$ cat config.mk
export PLATFORM = sky130hd
export DESIGN_NAME = regfile_wb_arbiter
export DESIGN_NICKNAME = d
export VERILOG_FILES = /design/src/rtl/regfile_wb_arbiter.sv
export SDC_FILE = /design/constraint.sdc
export NUM_CORES = 1
export LEC_CHECK = 0
export ABC_AREA = 1
export CELL_PAD_IN_SITES_DETAIL_PLACEMENT = 0
export CELL_PAD_IN_SITES_GLOBAL_PLACEMENT = 2
export CORE_MARGIN = 3
export CORE_UTILIZATION = 32
export CTS_BUF_LIST = sky130_fd_sc_hd__clkbuf_4
export CTS_CLUSTER_DIAMETER = 120
export CTS_CLUSTER_SIZE = 16
export DETAILED_ROUTE_END_ITERATION = 10
export PLACE_DENSITY_LB_ADDON = 0.1
export SKIP_LAST_GASP = 1
export SLEW_MARGIN = 15
export SYNTH_ARGS = -nofsm -noshare
export SYNTH_HDL_FRONTEND = slang
export SYNTH_SLANG_ARGS = --single-unit
export TNS_END_PERCENT = 20
$ cat constraint.sdc
create_clock -name clk -period 3.4 [get_ports clk]
set_input_delay 0.51 -clock clk [delete_from_list [all_inputs] [get_ports clk]]
set_output_delay 0.51 -clock clk [all_outputs]
set_load 0.01 [all_outputs]
$ cat src/rtl/regfile_wb_arbiter.sv
// Writeback arbiter: shares the two register-file write ports between ALU lanes A/B and the
// load unit. Loads that find no free port wait in a small FIFO. WAW ordering is kept by killing older loads.
module regfile_wb_arbiter #(
  parameter int ADDR_WIDTH = 5,
  parameter int DATA_WIDTH = 32,
  parameter int LQ_DEPTH   = 4
) (
  input  logic                        clk,
  input  logic                        rst_n,
  input  logic                        a_valid,
  input  logic [ADDR_WIDTH-1:0]       a_rd,
  input  logic [DATA_WIDTH-1:0]       a_data,
  input  logic                        b_valid,
  input  logic [ADDR_WIDTH-1:0]       b_rd,
  input  logic [DATA_WIDTH-1:0]       b_data,
  input  logic                        ld_valid,
  input  logic [ADDR_WIDTH-1:0]       ld_rd,
  input  logic [DATA_WIDTH-1:0]       ld_data,
  output logic                        ld_ready,
  output logic                        we_a,
  output logic [ADDR_WIDTH-1:0]       wa_a,
  output logic [DATA_WIDTH-1:0]       wd_a,
  output logic                        we_b,
  output logic [ADDR_WIDTH-1:0]       wa_b,
  output logic [DATA_WIDTH-1:0]       wd_b,
  output logic [2**ADDR_WIDTH-1:0]    busy,
  output logic [$clog2(LQ_DEPTH):0]   lq_count
);

  localparam int PW = $clog2(LQ_DEPTH);
  localparam int CW = PW + 1;

  logic [ADDR_WIDTH-1:0] lq_rd   [LQ_DEPTH];
  logic [DATA_WIDTH-1:0] lq_data [LQ_DEPTH];
  logic [LQ_DEPTH-1:0]   lq_dead;
  logic [PW-1:0]         head, tail;
  logic [CW-1:0]         count;

  logic a_go, b_go, slot, lq_empty, head_kill, pop;
  logic ld_acc, ld_kill, bypass, push, load_wr;
  logic [ADDR_WIDTH-1:0] load_rd;
  logic [DATA_WIDTH-1:0] load_data;

  // Lane A loses to lane B (the younger result) when both target the same register.
  assign a_go     = a_valid && (a_rd != '0) && !(b_valid && (b_rd == a_rd));
  assign b_go     = b_valid && (b_rd != '0);
  assign slot     = !a_go || !b_go;
  assign lq_empty = (count == '0);

  // A head matching a same-cycle ALU write is treated as dead so both ports never target one register.
  assign head_kill = lq_dead[head] || (a_go && (lq_rd[head] == a_rd)) ||
                     (b_go && (lq_rd[head] == b_rd));
  assign pop       = !lq_empty && slot;

  // Load handshake: a load transfers on a cycle where ld_valid && ld_ready; the producer holds it otherwise.
  assign ld_ready = rst_n && ((count < CW'(LQ_DEPTH)) || pop);
  assign ld_acc   = ld_valid && ld_ready;
  assign ld_kill  = (ld_rd == '0) || (a_go && (ld_rd == a_rd)) || (b_go && (ld_rd == b_rd));
  assign bypass   = ld_acc && !ld_kill && lq_empty && slot;
  assign push     = ld_acc && !ld_kill && !bypass;

  assign load_wr   = (pop && !head_kill) || bypass;
  assign load_rd   = pop ? lq_rd[head]   : ld_rd;
  assign load_data = pop ? lq_data[head] : ld_data;

  assign lq_count = count;

  always_comb begin
    busy = '0;
    for (int i = 0; i < LQ_DEPTH; i++) begin
      if ((CW'(i) < count) && !lq_dead[head + PW'(i)])
        busy[lq_rd[head + PW'(i)]] = 1'b1;
    end
  end

  always_ff @(posedge clk) begin
    if (push) begin
      lq_rd[tail]   <= ld_rd;
      lq_data[tail] <= ld_data;
    end
  end

  always_ff @(posedge clk) begin
    if (!rst_n) begin
      head    <= '0;
      tail    <= '0;
      count   <= '0;
      lq_dead <= '0;
      we_a    <= 1'b0;
      wa_a    <= '0;
      wd_a    <= '0;
      we_b    <= 1'b0;
      wa_b    <= '0;
      wd_b    <= '0;
    end else begin
      // The load takes port A when lane A is idle, otherwise port B (slot guarantees B is free).
      we_a <= a_go || load_wr;
      wa_a <= a_go ? a_rd   : (load_wr ? load_rd   : '0);
      wd_a <= a_go ? a_data : (load_wr ? load_data : '0);
      we_b <= b_go || (load_wr && a_go);
      wa_b <= b_go ? b_rd   : ((load_wr && a_go) ? load_rd   : '0);
      wd_b <= b_go ? b_data : ((load_wr && a_go) ? load_data : '0);

      for (int i = 0; i < LQ_DEPTH; i++) begin
        if ((a_go && (lq_rd[i] == a_rd)) || (b_go && (lq_rd[i] == b_rd)))
          lq_dead[i] <= 1'b1;
      end
      if (pop) head <= head + PW'(1);
      if (push) begin
        lq_dead[tail] <= 1'b0;
        tail          <= tail + PW'(1);
      end
      count <= count + CW'(push) - CW'(pop);
    end
  end

endmodule

==> impl_metrics.toml <==
[routing]
firstDrtPassIters = 5
drt_iter0_drc = 560
detail-route-antenna-nets = 0
num_vias = 10800
drc_errors = 0
post_drt_wl_per_cell_um = 20.0
finalWirelength_mm = 43.2
routed_via_density = 4.98

[placed_design]
hpwl_mm = 31.1
io_buffers = 227
place_ws_ps = 127
place_area_sq_um = 15200
gp_congestion = 0.884

[layout]
multi_input_area_sq_um = 5340
nNetsFinal = 1766
regArea_sq_um = 6230
final_util_pct = 42.6
final_area_sq_um = 15700
area_growth_pct = 29.7
fillers = 3789
post_route_cells_drive_above_1_share_pct = 14.8

[timing]
slew_viol_final = 0
min_period_ps = 3520
finalSetupViolations = 13
whs_ps = 358
finalClockSkew_ps = 60.6
finalHoldViolations = 0
grt_setup_unrepaired = "yes"
worst_slack_ps = -120
relSlewSlack_pct = 60.0
setup_tns_ps = -1310
fmax_ghz = 0.284
fin_crit_sh_pct = 104
max_slew.worst_pin.slew_ps = 599

[grt]
grt_max_degree = 53
track_usage_pct = 20.6
grt_pass1_vias = 10700
antenna_found_initial = 3
grt_overflow = 0
grt_pass1_wl_mm = 65.5

[synth]
synth-seq-area-share_pct = 51.3
synth_common_cells = "377 x nand2_1, 148 x edfxtp_1, 118 x a21oi_1"
synth_area_leader_cell = "edfxtp_1"
syn_nets = 1523
syn_inst = 1398
async_flop_share_pct = 0
syn-cell-area_sq_um = 12100
synth_top_area_share_pct = 36.6
synth_ff_type = "edfxtp_1"
yosysWarnings = 0
syn_avg_cell_area_sq_um = 8.69
synth_edf_count = 148
synthMostInstantiatedCell = "nand2_1"
post_synth_num_cell_types = 43
synth-seq-cells = 237
synthTopCellsByArea = "edfxtp_1 37%, dfxtp_1 15%, nand2_1 12%, a21oi_1 4.9%, nand3_1 3.9%"

[clocking]
cts_root_buf = "clkbuf_4"
clk_latency_ps = 690
hold_buffers = 0
ctsHtreeMaxLevel = 1
cts_tree = "done"
clockBufferDepth = 3
cts.sinks = 237
cts_buffers = 18
path_clk_slew_ps = 170

[critical_path]
rrSetupSlack_ps = 930
end_kind = "output pin"
timing.rr.end = "wa_a[2]"
crit_fanout = 8
crit_type = "reg -> out"
path_delay_family = "buffers and inverters"
start_kind = "register"
crit_chain = "buf_4 > nand2_1 > o21ai_0 > nand2_1 > o221ai_2 > inv_1 > nand3_1 > nor2_1 > a21oi_1 > o221ai_2 > clkdlybuf4s50_1"
path_buf_inv = 3
cp_slowest_cell = "clkdlybuf4s50_1"
rr_worst_depth = 14
crit_end = "busy[17]"
max_stage_delay_ps = 570
crit_start = "head[0]"
required_ps = 2890
cp.depth = 11
critPathArrivalTime_ps = 3010

[power]
p_per_area_nw_per_um2 = 679
irDropWorstVdd_mv = 0.320
p_leak_nw = 6.25

[floorplan]
die_y_um = 201
coreArea_sq_um = 37000
die_w_um = 201
ios = 228
rows = 70
start_util_pct = 32.9
dieArea_sq_um = 40300

[run_status]
status = "finished, violations left"
violations = "setup timing"

[min_path]
min_path_type = "in -> reg"

[run]
drv_cap = 0
## cells by family after synthesis
family / synth area share (%)
xor gates and xnor gates: 3.25
adders and majority gates: 0.989
AOI/OAI and AO/OA: 14.3
DFF: 51.3
and+or+nand+nor: 23.4
buffers and inverters: 6.84
## worst min-delay path by stage
| stage | startpoint | end | depth (start not counted) |
|---|---|---|---|
| final | b_data[12] | wd_b[12] | 3 |
| after floorplan | lq_dead[1] | lq_dead[1] | 2 |
| after global placement | tail[1] | tail[1] | 2 |
| after global routing | b_data[1] | wd_b[1] | 3 |
| after detailed placement | tail[1] | tail[1] | 2 |
| after CTS | b_data[1] | wd_b[1] | 3 |
## state kept, by name (all words and copies together), names as in the netlist, named ones only
signal	flops
lq_count	3
we_a	1
lq_data	128
wa_b	5
lq_rd	20
wd_b	32
we_b	1
head	2
tail	2
wd_a	32
lq_dead	4
wa_a	5
## through the flow
stage	power (mW)	cells
2_1_floorplan	6.96	1398
3_3_place_gp	9.15	2118
3_5_place_dp	9.15	2118
4_1_cts	10.7	2155
5_1_grt	11.5	2159
6_report	10.7	2159
## area by class of cell
type,count,share of cell area [%]
Clock buffer,30,1.43
Timing Repair Buffer,299,18.6
Multi-Input combinational cell,990,33.9
Antenna cell,2,0.0318
Sequential cell,237,39.6
Tap cell,504,4.00
Inverter,95,2.30
Clock inverter,2,0.0874
## report_power, final
| group | switching [mW] | leakage (nW) | internal (mW) |
|---|---|---|---|
| logic | 3.84 | 4.03 | 2.04 |
| registers | 0.130 | 2.07 | 3.36 |
| clock network | 0.914 | 0.146 | 0.403 |
| total | 4.88 | 6.25 | 5.80 |
## layout by cell type (no fill, tap or decap), types with 11 or more instances in the layout
cell               n
a21oi_1          116
a21oi_2           22
a22oi_1           36
buf_4             62
clkbuf_4          30
clkdlybuf4s50_1  208
dfxtp_1           85
edfxtp_1         148
inv_1             66
inv_2             22
nand2_1          370
nand2_2           13
nand3_1           84
nand3_2           29
nand4_1           11
nor2_1           101
o21ai_0           57
o221ai_1          14
xnor2_1           16
xor2_1            29
## worst min-delay path, delay by kind of cell
kind,cells,cell delay [ps]
compound gates,1,50
simple gates,1,60
buf+inv,1,390
## layer usage
metal / share of wire, % / vias up / global-route usage (%)
met5: 0.030 / - / 0
met3: 5.2 / 31 / 3.15
met4: 1.2 / 2 / 2.96
met2: 47 / 288 / 35.1
met1: 46 / 5186 / 28.5
li1: - / 5251 / -
## what timing repair did
action / in CTS / in global routing
endpoints found under the setup margin: 32 / 32
cloned: 0 / 0
setup buffers: 5 / 2
gates resized for setup: 57 / 37
pin swaps: 0 / 1
(Power assumes the default switching activity.)
